<file path="src/rtl/r2mdc_pipeline_sequencer.sv">
// R2MDC pipeline timing controller: input pair counter, per-stage valid chain, commutator swaps, frame marking.
// Accept-to-output latency NUM_STAGES*BF_LAT + PAIRS-1; in_ready drops only while an aborted frame drains.
module r2mdc_pipeline_sequencer #(
  parameter int NUM_STAGES = 6,
  parameter int PAIRS      = 32,
  parameter int CNTR_W     = 5,
  parameter int BF_LAT     = 1
) (
  input  logic                  CLK,
  input  logic                  RST_N,
  input  logic                  in_valid,
  output logic                  in_ready,
  output logic [CNTR_W-1:0]     cntr_IFFT_input_pairs,
  output logic [NUM_STAGES-1:0] stage_en,
  output logic [NUM_STAGES-2:0] cm_swap,
  output logic                  out_valid,
  output logic                  out_last,
  output logic                  frame_done,
  output logic                  busy,
  output logic                  err
);

  typedef enum logic [1:0] {IDLE, ACCEPT, ABORT} state_t;

  localparam logic [CNTR_W-1:0] LAST_IDX = CNTR_W'(PAIRS - 1);

  state_t                state_q, state_d;
  logic [CNTR_W-1:0]     cntr_q, cntr_d;
  logic [CNTR_W-1:0]     out_cnt_q, out_cnt_d;
  logic                  err_q, err_d;
  logic                  accept;
  logic                  pipe_busy;
  logic [NUM_STAGES:0]   en_chain;
  logic [NUM_STAGES-1:0] line_busy;

  always_comb begin
    state_d  = state_q;
    in_ready = 1'b1;
    case (state_q)
      IDLE:   if (in_valid) state_d = ACCEPT;
      ACCEPT: if (!in_valid) state_d = (cntr_q != '0) ? ABORT : IDLE;
      ABORT: begin
        in_ready = 1'b0;
        if (!pipe_busy) state_d = IDLE;
      end
      default: state_d = IDLE;
    endcase
  end

  assign accept = in_valid & in_ready;

  always_comb begin
    cntr_d    = cntr_q;
    out_cnt_d = out_cnt_q;
    err_d     = err_q | (state_d == ABORT);
    if (state_d == ABORT) cntr_d = '0;
    else if (accept)      cntr_d = cntr_q + CNTR_W'(1);
    // Drained pairs of an aborted frame must never raise out_last.
    if (state_q == ABORT) out_cnt_d = '0;
    else if (out_valid)   out_cnt_d = out_cnt_q + CNTR_W'(1);
  end

  always_ff @(posedge CLK) begin
    if (!RST_N) begin
      state_q   <= IDLE;
      cntr_q    <= '0;
      out_cnt_q <= '0;
      err_q     <= 1'b0;
    end else begin
      state_q   <= state_d;
      cntr_q    <= cntr_d;
      out_cnt_q <= out_cnt_d;
      err_q     <= err_d;
    end
  end

  assign en_chain[0] = accept;

  for (genvar s = 0; s < NUM_STAGES; s++) begin : g_stage
    // Stage latency: butterfly register plus commutator delay; the last stage has no commutator.
    localparam int L = (s < NUM_STAGES - 1) ? BF_LAT + (PAIRS >> (s + 1)) : BF_LAT;
    logic [L-1:0] dly_q;
    always_ff @(posedge CLK) begin
      if (!RST_N) dly_q <= '0;
      else        dly_q <= (dly_q << 1) | L'(en_chain[s]);
    end
    assign en_chain[s+1] = dly_q[L-1];
    assign line_busy[s]  = |dly_q;
  end

  for (genvar s = 0; s < NUM_STAGES - 1; s++) begin : g_cm
    logic [CNTR_W-1:0] sc_q;
    always_ff @(posedge CLK) begin
      if (!RST_N || state_q == ABORT) sc_q <= '0;
      else if (en_chain[s])           sc_q <= sc_q + CNTR_W'(1);
    end
    assign cm_swap[s] = sc_q[CNTR_W-1-s];
  end

  assign pipe_busy             = |line_busy;
  assign busy                  = (state_q == ACCEPT) | pipe_busy;
  assign stage_en              = en_chain[NUM_STAGES-1:0];
  assign out_valid             = en_chain[NUM_STAGES];
  assign out_last              = out_valid & (out_cnt_q == LAST_IDX);
  assign frame_done            = out_last;
  assign cntr_IFFT_input_pairs = cntr_q;
  assign err                   = err_q;

endmodule

</file>
<file path="config.mk">
export PLATFORM = sky130hd
export DESIGN_NAME = r2mdc_pipeline_sequencer
export DESIGN_NICKNAME = d
export VERILOG_FILES = /design/src/rtl/r2mdc_pipeline_sequencer.sv
export SDC_FILE = /design/constraint.sdc
export NUM_CORES = 1
export LEC_CHECK = 0
export CAP_MARGIN = 20
export CORE_MARGIN = 5
export CORE_UTILIZATION = 50
export DETAILED_ROUTE_END_ITERATION = 10
export PLACE_DENSITY_LB_ADDON = 0.05
export SYNTH_ARGS = -nofsm -noshare
export SYNTH_HDL_FRONTEND = slang
export SYNTH_SLANG_ARGS = --single-unit
</file>
<file path="constraint.sdc">
create_clock -name CLK -period 1.61 [get_ports CLK]
set_input_delay 0.322 -clock CLK [delete_from_list [all_inputs] [get_ports CLK]]
set_output_delay 0.322 -clock CLK [all_outputs]
set_load 0.01 [all_outputs]
</file>
# Word level (Yosys, flattened, before mapping)
# Index checks and enable logic that the tools add are counted.
# classes
bitwise_logic	10
reduce_logical	7
n_eq_ne	4
muxes	6
add_sub_neg	7
# ops
cell	n
37-bit OR reduction	1
5-bit by 1-bit adder with 5-bit output (second input constant)	7
17-bit by 1-bit bitwise OR with 17-bit output	1
9-bit by 1-bit bitwise OR with 9-bit output	1
2-bit 2-to-1 mux	4
2-bit case mux with 3 select lines	1
5-bit equality test (second input constant)	1
5-bit by 1-bit bitwise OR with 5-bit output	1
5-bit nonzero test	1
2-bit equality test (second input constant)	2
2-bit OR reduction	2
3-bit by 1-bit bitwise OR with 3-bit output	1
1-bit AND	2
2-bit by 1-bit equality test with 1-bit output (second input constant)	1
2-bit zero test	1
1-bit bitwise OR	2
2-bit by 1-bit bitwise OR with 2-bit output	1
1-bit zero test	1
1-bit logical OR	1
1-bit 2-to-1 mux	1
1-bit NOT	1
# word_totals
elab_cells	49
output_inout_bits	22
inputBits	3
regBits	75

# Logic depth before layout (Yosys ltp)
# Gate-level depths: netlist of the first run.
# depth
depth_word	6
ltp_mapped	6
ltp_nobuf	6

# Worst setup path before layout of the first run
# No wires, ideal clock.
# synth_timing
kind	register to register
startpoint	reg g_stage[5].dly_q, in the netlist out_valid
endpoint	reg err_q, in the netlist err
setup_time_ns	0.120
arrival_ns	1.475
period_less_slack_ns	1.595
n_path_buf	1
required_time_ns	1.490
slack_ns	0.015
stages_incl_launch_ff	6
path_cell_list	dfxtp_1 > buf_6 > nor4_4 > nand4_1 > o311a_4 > o31a_1
# synth_between
elab_chain_len	5
# synth_rtl
element	line	rtl
start, declared	82	logic [L-1:0] dly_q;
start signal, assigned	85	else dly_q <= (dly_q << 1) | L'(en_chain[s]);
37-bit OR reduction	100	assign pipe_busy = |line_busy;
2-bit 2-to-1 mux	44	if (!pipe_busy) state_d = IDLE;
2-bit case mux with 3 select lines	39	case (state_q)
2-bit equality test	55	err_d = err_q | (state_d == ABORT);
1-bit bitwise OR	55	
end signal, assigned	73	err_q <= err_d;
end, declared	30	logic err_q, err_d;
# Every way passes these cells.
# A chain may end at the register's enable or synchronous reset.

# Worst setup path after layout of the first run
# layout_timing
startpoint	reg g_stage[1].dly_q[5]
endpoint	out busy
# layout_between
elab_chain_len	2
# layout_rtl
element	line	rtl
start, declared	82	
start signal, assigned	85	
37-bit OR reduction	100	
1-bit bitwise OR	101	assign busy = (state_q == ACCEPT) | pipe_busy;
end, declared	19	output logic busy,
# Every way passes these cells.

==> results of run 1 <==
==> path summary, 6_finish.rpt <==
check	startpoint	to	slack [ns]
min reg2reg	g_stage[1].dly_q[4]$_SDFF_PN0_	g_stage[1].dly_q[5]$_SDFF_PN0_	0.46
max reg2reg	g_stage[4].dly_q[1]$_SDFF_PN0_	cntr_IFFT_input_pairs[3]$_SDFFE_PP0P_	-0.04
max	g_stage[1].dly_q[5]$_SDFF_PN0_	busy	-0.16
min	g_stage[1].dly_q[4]$_SDFF_PN0_	g_stage[1].dly_q[5]$_SDFF_PN0_	0.46
==> power groups by stage <==
stage / combinational (mW) / clock, mW / sequential (mW)
CTS: 0.142 / 1.68 / 1.64
detailed placement: 0.147 / 0 / 1.68
global route: 0.172 / 1.77 / 1.64
finish: 0.155 / 1.64 / 1.64
global placement: 0.142 / 0 / 1.68
floorplan: 0.0766 / 0 / 1.68
==> logic make-up (layout without fill, tap and decap cells) <==
family	count (synthesis)	after routing	share of synthesized area
AOI/OAI and AO/OA	4	4	0.0182
buffers and inverters	25	72	0.0597
DFF	65	65	0.540
xor gates and xnor gates	19	19	0.0691
adders and majority gates	7	7	0.0364
muxes	6	6	0.0249
and+or+nand+nor	107	107	0.251
==> synthesized netlist by cell type (5+ instances only) <==
library cell	n	share of area
xnor2_1	7	0.025
dfxtp_1	65	0.54
xor2_1	12	0.044
nand3_1	5	0.010
nand2_1	10	0.016
buf_4	11	0.034
nand4_1	6	0.016
nor4_1	5	0.013
ha_1	7	0.036
clkbuf_1	7	0.011
and2_1	38	0.099
nor2_1	23	0.036
mux2i_1	6	0.025
nor3_1	7	0.015
==> cell type report <==
class,count,share of cell area
Sequential cell,65,0.414
Multi-Input combinational cell,143,0.341
Timing Repair Buffer,52,0.143
Clock buffer,10,0.0402
Clock inverter,6,0.0362
Tap cell,54,0.0213
Inverter,4,0.00473
==> flip-flops by register name, indices dropped and copies added, names as in the netlist <==
register               flops
g_cm.sc_q                 15
cntr_IFFT_input_pairs      5
err                        1
state_q                    2
out_valid                  1
out_cnt_q                  5
g_stage.dly_q             36
==> through the flow <==
| stage | setup slack [ns] | setup TNS (ns) | instances | hold WS, ns |
|---|---|---|---|---|
| after floorplan | 0.0150 | 0 | 233 | 0.430 |
| after global placement | -0.231 | -1.28 | 310 | 0.435 |
| after detailed placement | -0.244 | -1.44 | 310 | 0.445 |
| after CTS | -0.203 | -0.395 | 329 | 0.463 |
| after global routing | -0.301 | -1.13 | 334 | 0.477 |
| final | -0.163 | -0.365 | 334 | 0.461 |
==> routing by layer <==
layer  up-vias  global-route usage  part of all wire
met3         4              0.0440             0.025
met4         0              0.0704            0.0096
met5         -                   0                 0
met1       778               0.188              0.45
met2        24               0.286              0.51
li1        842                   -                 -
==> critical path, delay by kind of cell (launching register included) <==
kind                   cells  cell delay (ns)
DFF                        1             0.31
buffers and inverters      1             0.14
and+or+nand+nor            3             0.68
==> timing repair <==
item                       in CTS  in global routing
hold endpoints to repair        0                  0
buffers inserted                3                  5
setup endpoints to repair      16                 12
pin swaps                      11                 10
resized for setup              44                 15
cloned                          0                  0
==> impl_metrics.toml, run 1 <==
[finish]
stdcell_area_mm2 = 0.00318
fin_util = 0.677
nNetsFinal = 285
mostFrequentLayoutCells = "54 x dfxtp_1, 38 x and2_1, 26 x buf_4"
insertedDiodeCount = 0
layout-drive-gt1-share = 0.268
final_common_cell = "dfxtp_1"
fillers = 369
area_growth_pct = 31.9
multi_input_area_mm2 = 0.00108
ff_latch_area_mm2 = 0.00132

[clock_network]
clock_sinks = 65
cts_max_path_buffers = 2
ctsRootBufferMaster = "clkbuf_8"
path_clk_slew_ns = 0.07
cts_hold_buf = 0
cts_tree = "yes"
cts_buffers = 9
clk_latency_ns = 0.32
htree_num_levels = 3

[yosys]
synth_cells = 233
ys_seq_area_frac = 0.540
yosys.cell_types.count = 30
async_flop_share = 0
avgSynthCellArea_um2 = 10.3
syn-num-nets = 243
synth.cell_area_mm2 = 0.00241
ys.flop_type = "dfxtp_1"
ys_warn_count = 0
synth_edf_count = 0
synth-seq-cells = 65

[sta]
finalHoldViolCount = 0
final_max_slew_viol_count = 0
period_share = 1.10
fmax_mhz = 564
rsz0062_at_grt = "yes"
clock_skew_ns = 0.00615
finalSetupViolCount = 6
timing.final.ws_setup_ns = -0.163
fin_crit_ns = 1.77
tightest_slew_ns = 0.332
max_slew_margin = 0.777

[floorplanning]
ios = 25
design.core.area_mm2 = 0.00469
die_x_um = 79.4
dieHeight_um = 79.4
initial_core_util = 0.513
rows = 25
die_area_mm2 = 0.00631

[power_and_ir_drop]
seq_power_share = 0.477
p_int_mw = 2.74
p_comb_frac = 0.045
p_leak_nw = 1.39
power.switching_uw = 703
swShare = 0.204
ir_worst_vdd_mv = 0.722
powerDensity_mw_per_mm2 = 1080
p_clk_frac = 0.478
p_total_mw = 3.44

[global_routing]
grt_usage = 0.164
grt_overflow = 0
grt_pass1_wl_um = 7990
antenna_found_initial = 0
grt_pass1_vias = 1724
grt_max_degree = 21

[setup_path]
startpoint_type = "flip-flop"
arrival_ns = 1.45
cp_slowest_stage_delay_ns = 0.33
critPathSlowestCell = "nor4_1"
worstSetupEndpointType = "output port"
worst-setup-path-type = "flip-flop to output port"
path_cells = "nor4_1 > and4_1 > nand3_1 > buf_2"
ff2ff_path_depth = 6
cp_max_fo = 2
crit_required_ns = 1.29

[place]
hpwlAfterDp_um = 3170
gp_congestion = 0.845
dpl_cell_area_mm2 = 0.00275
io_buffers = 24

[status]
outcome = "finished with violations"
violations = "setup timing"

[route]
via_count = 1648
wl_um = 4570
post_drt_wl_per_cell_um = 13.7
avgViaCountPerCell = 4.93
antenna_left = 0
post-route-drc-count = 0
first_iter_violations = 63
firstDrtPassIters = 4

[worst_hold_path]
hold_path_depth = 1
hold_class = "flip-flop to flip-flop"

[run]
maxCapViolCount = 0
Note: power is estimated with default switching activity, not from simulation.
==> inputs of run 2 (changes only) <==
--- a/config.mk
+++ b/config.mk
@@ -9,6 +9,7 @@
 export CORE_MARGIN = 5
 export CORE_UTILIZATION = 50
 export DETAILED_ROUTE_END_ITERATION = 10
+export DONT_BUFFER_PORTS = 1
 export PLACE_DENSITY_LB_ADDON = 0.05
 export SYNTH_ARGS = -nofsm -noshare
 export SYNTH_HDL_FRONTEND = slang
==> run 2 against run 1 <==
The run still ends with setup timing left. Worst setup slack improved by 0.073 ns. Utilization decreased by 8.0 points. Final cell count decreased by 11%. Maximum frequency increased by 4.3%. Register-to-register slack about the same. Clock skew decreased by 0.0013 ns. Cell area decreased by 12%. Non-clock buffer count decreased by 35. Hold slack got worse by 0.36 ns. Largest power group unchanged. Clock power decreased by 26%.
==> impl_metrics.toml, run 2 (synthesis results as in run 1) <==
[sta]
tns_ns = -0.139
tightest_slew_ns = 0.296
timing.final.ws_setup_ns = -0.0905
period_share = 1.06
finalSetupViolCount = 4
finalHoldViolCount = 0
timing.hold.ws_ns = 0.106
fin_crit_ns = 1.70
fmax_mhz = 588
clock_skew_ns = 0.00486
rsz0062_at_grt = "yes"
final_max_slew_viol_count = 0
max_slew_margin = 0.801

[setup_path]
crit_required_ns = 1.29
startpoint_type = "flip-flop"
cp_max_fo = 2
worstSetupEndpointType = "output port"
worst-setup-path-type = "flip-flop to output port"
arrival_ns = 1.38

[floorplanning]
rows = 25
ios = 25
die_area_mm2 = 0.00631
die_x_um = 79.4
dieHeight_um = 79.4
initial_core_util = 0.513
design.core.area_mm2 = 0.00469

[finish]
regMostFlops = "g_stage.dly_q"
mostFrequentLayoutCells = "55 x dfxtp_1, 38 x and2_1, 22 x nor2_1"
insertedDiodeCount = 0
reg_top3 = "g_stage.dly_q: 36 flops, g_cm.sc_q: 15 flops"
multi_input_area_mm2 = 0.00110
final_common_cell = "dfxtp_1"
layout-drive-gt1-share = 0.252
ff_latch_area_mm2 = 0.00131
nNetsFinal = 250
fillers = 399
largest_reg_flops = 36
area_growth_pct = 16.3

[route]
avgViaCountPerCell = 5.17
first_iter_violations = 54
via_count = 1529
antenna_left = 0
firstDrtPassIters = 4
wl_um = 4360
post_drt_wl_per_cell_um = 14.7
post-route-drc-count = 0

[clock_network]
path_clk_slew_ns = 0.06
cts_max_path_buffers = 2
cts_hold_buf = 0
ctsRootBufferMaster = "clkbuf_8"
htree_num_levels = 3
clock_sinks = 65
cts_buffers = 9
cts_tree = "yes"
clk_latency_ns = 0.33

[status]
outcome = "finished with violations"
violations = "setup timing"

[power_and_ir_drop]
ir_worst_vdd_mv = 0.642
powerDensity_mw_per_mm2 = 1060
p_total_mw = 2.97
p_leak_nw = 1.15

[place]
gp_congestion = 0.761
io_buffers = 0
hpwlAfterDp_um = 2990

[global_routing]
grt_pass1_vias = 1604
grt_usage = 0.155
grt_overflow = 0
grt_pass1_wl_um = 7370
antenna_found_initial = 0
grt_max_degree = 43

[worst_hold_path]
hold_class = "primary input to flip-flop"

[run]
maxCapViolCount = 0
run 2: cell count changes in the layout (fill, tap and decap cells not counted), moves of 2 or more:
cell / before / now
nor4_1: 3 / 0
bufinv_16: 3 / 0
nor4_2: 2 / 5
dlygate4sd2_1: 11 / 0
buf_4: 26 / 15
clkdlybuf4s50_1: 9 / 0
clkbuf_8: 9 / 12
nor3_2: 3 / 1
run 2: layer usage:
layer  GRT usage  vias up  share of wire
li1            -      766              -
met2       0.264       29           0.50
met4      0.0739        0          0.015
met1       0.165      726           0.44
met5           0        -              0
met3      0.0643        8          0.048
run 2: metrics by stage:
step	setup slack, ns	cells	utilization	instance area (um2)
4_1_cts	-0.145	293	0.571	2680
3_5_place_dp	0.0191	276	0.516	2420
5_1_grt	-0.188	296	0.597	2800
2_1_floorplan	0.0150	233	-	2410
3_3_place_gp	0.0590	276	0.516	2420
6_report	-0.0905	296	0.597	2800
run 2: layout make-up:
type	count	area share
Clock buffer	13	0.0603
Inverter	4	0.00536
Multi-Input combinational cell	143	0.393
Sequential cell	65	0.469
Tap cell	54	0.0241
Timing Repair Buffer	17	0.0482
run 2: power by group:
part | internal (mW) | leakage [nW] | switching, mW
logic | 0.0552 | 0.535 | 0.0623
registers | 1.63 | 0.530 | 0.0147
clock network | 0.661 | 0.0875 | 0.546
total | 2.34 | 1.15 | 0.623
run 2: worst paths after layout:
check	slack (ns)	endpoint	cells after the start	startpoint
setup / recovery	-0.09	busy	3	g_stage[1].dly_q[5]$_SDFF_PN0_
hold / removal	0.11	state_q[0]$_SDFF_PN0_	2	in_valid
setup reg to reg	-0.03	err$_SDFF_PN0_	5	g_stage[3].dly_q[2]$_SDFF_PN0_
hold reg to reg	0.46	g_stage[2].dly_q[2]$_SDFF_PN0_	1	g_stage[2].dly_q[1]$_SDFF_PN0_
run 2: worst max-delay path, cell delays in order (launching register included):
cell,delay (ns)
dfxtp_1,0.32
nor4_2,0.32
and4_1,0.29
nand3_2,0.12
run 2: repair_timing:
item,4_1_cts,5_1_grt
resized for setup,15,22
buffers inserted,4,3
pin swaps,7,11
endpoints found under the setup margin,3,10
==> inputs of run 3 (changes only) <==
--- a/config.mk
+++ b/config.mk
@@ -11,6 +11,7 @@
 export DETAILED_ROUTE_END_ITERATION = 10
 export DONT_BUFFER_PORTS = 1
 export PLACE_DENSITY_LB_ADDON = 0.05
+export REMOVE_ABC_BUFFERS = 1
 export SYNTH_ARGS = -nofsm -noshare
 export SYNTH_HDL_FRONTEND = slang
 export SYNTH_SLANG_ARGS = --single-unit
==> run 3 against run 2 <==
The run still ends with setup timing left. Sequential cell count stayed put. Clock skew is 0.0016 ns higher. Clock power hardly changed. Total power hardly changed. Hold slack better by 0.0022 ns. Global-route usage is 0.76 points lower. Sequential power hardly changed. Maximum frequency is 4.7% lower. Utilization is 0.21 points higher. Via count is 0.98% higher. Critical path type unchanged. Largest cell class unchanged. Largest power group unchanged.
==> impl_metrics.toml, run 3 (synthesis results as in run 1) <==
[status]
outcome = "finished with violations"
violations = "setup timing"

[finish]
reg_top3 = "g_stage.dly_q: 36 flops, g_cm.sc_q: 15 flops"
area_growth_pct = 16.7
regMostFlops = "g_stage.dly_q"
final_common_cell = "dfxtp_1"
mostFrequentLayoutCells = "59 x dfxtp_1, 38 x and2_1, 22 x nor2_1"
nNetsFinal = 254
fin_util = 0.599
layout-drive-gt1-share = 0.249
stdcell_area_mm2 = 0.00281
insertedDiodeCount = 0
fillers = 400
largest_reg_flops = 36

[clock_network]
cts_buffers = 9
htree_num_levels = 3
path_clk_slew_ns = 0.06
cts_hold_buf = 0
cts_tree = "yes"
ctsRootBufferMaster = "clkbuf_8"
cts_max_path_buffers = 2
clock_sinks = 65
clk_latency_ns = 0.34

[sta]
final_max_slew_viol_count = 0
clock_skew_ns = 0.00644
max_slew_margin = 0.753
fin_crit_ns = 1.78
timing.hold.ws_ns = 0.108
fmax_mhz = 560
timing.final.ws_setup_ns = -0.174
tightest_slew_ns = 0.368
period_share = 1.11
rsz0062_at_grt = "yes"
finalHoldViolCount = 0
finalSetupViolCount = 8

[setup_path]
cp_max_fo = 2
cp_slowest_stage_delay_ns = 0.38
critPathSlowestCell = "nor4_1"
startpoint_type = "flip-flop"
crit_buf_inv = 0
arrival_ns = 1.46
worst-setup-path-type = "flip-flop to output port"
path_cells = "nor4_1 > and4_1 > nand3_2"
worstSetupEndpointType = "output port"
crit_family = "simple AND/OR/NAND/NOR gates"
crit_required_ns = 1.29

[place]
dpl_cell_area_mm2 = 0.00242
hpwlAfterDp_um = 2760
post-place-ws_ns = -0.0326
gp_congestion = 0.805
io_buffers = 0

[route]
firstDrtPassIters = 4
post-route-drc-count = 0
first_iter_violations = 87
via_count = 1544
avgViaCountPerCell = 5.10
post_drt_wl_per_cell_um = 14.3
antenna_left = 0
wl_um = 4320

[global_routing]
grt_max_degree = 43
grt_overflow = 0
gr-max-usage-layer = "met2"
grt_pass1_wl_um = 7000
grt_usage = 0.147
antenna_found_initial = 0
met1_usage = 0.166
grt_pass1_vias = 1537
grt_util_met3 = 0.0655
grtUsageMet2 = 0.234

[floorplanning]
ios = 25
design.core.area_mm2 = 0.00469
initial_core_util = 0.513
die_area_mm2 = 0.00631
rows = 25
die_x_um = 79.4
dieHeight_um = 79.4

[power_and_ir_drop]
swShare = 0.219
ir_worst_vdd_mv = 0.629
power.switching_uw = 651
powerDensity_mw_per_mm2 = 1060
seq_power_share = 0.553
p_int_mw = 2.32
p_clk_frac = 0.407
p_leak_nw = 1.17
p_comb_frac = 0.040
p_total_mw = 2.97

[worst_hold_path]
hold_class = "primary input to flip-flop"

[run]
maxCapViolCount = 0
-- run 3: worst register-to-register path, cell delays in order, from the launching register on --
cell and delay (ns):
dfxtp_2 0.33, nor4_4 0.27, nand4_1 0.18, buf_4 0.17
o311a_4 0.38, o31a_1 0.24
-- run 3: area by class of cell --
cell class,count,area [um2],share of cell area
sequential,65,1310,0.466
multi-input combinational,143,1080,0.386
timing repair buffer,21,161,0.0574
clock buffer,13,159,0.0565
tap,54,67.6,0.0240
clock inverter,3,15.0,0.00534
inverter,4,15.0,0.00534
-- run 3: final timing paths --
check	cells after the start	startpoint	end	slack, ns
worst max register to register	5	g_stage[3].dly_q[2]$_SDFF_PN0_	err$_SDFF_PN0_	-0.08
worst min-delay path	2	in_valid	state_q[0]$_SDFF_PN0_	0.11
worst min register to register	1	g_stage[2].dly_q[3]$_SDFF_PN0_	g_stage[2].dly_q[4]$_SDFF_PN0_	0.46
worst max-delay path	3	g_stage[0].dly_q[14]$_SDFF_PN0_	busy	-0.17
-- run 3: per-stage QoR --
stage / TNS, ns / instances
global placement: 0 / 276
global route: -0.993 / 303
finish: -0.390 / 303
floorplan: 0 / 212
detailed placement: -0.0326 / 276
CTS: -0.324 / 296
-- run 3: power groups by stage --
stage / Clock [mW] / Sequential, mW / Combinational [mW]
3_5_place_dp: 0 / 1.68 / 0.0933
6_report: 1.21 / 1.64 / 0.118
2_1_floorplan: 0 / 1.68 / 0.0612
5_1_grt: 1.33 / 1.64 / 0.133
3_3_place_gp: 0 / 1.67 / 0.0885
4_1_cts: 1.25 / 1.64 / 0.0995
-- run 3: per-layer routing --
layer	vias to the layer above	share of wire
li1	773	-
met1	737	0.46
met2	25	0.48
met3	9	0.041
met4	0	0.021
met5	-	0
-- run 3: timing repair --
item / CTS / global route
setup buffers: 4 / 7
resized for setup: 13 / 17
cloned: 0 / 0
pin swaps: 7 / 9
setup endpoints to repair: 4 / 10
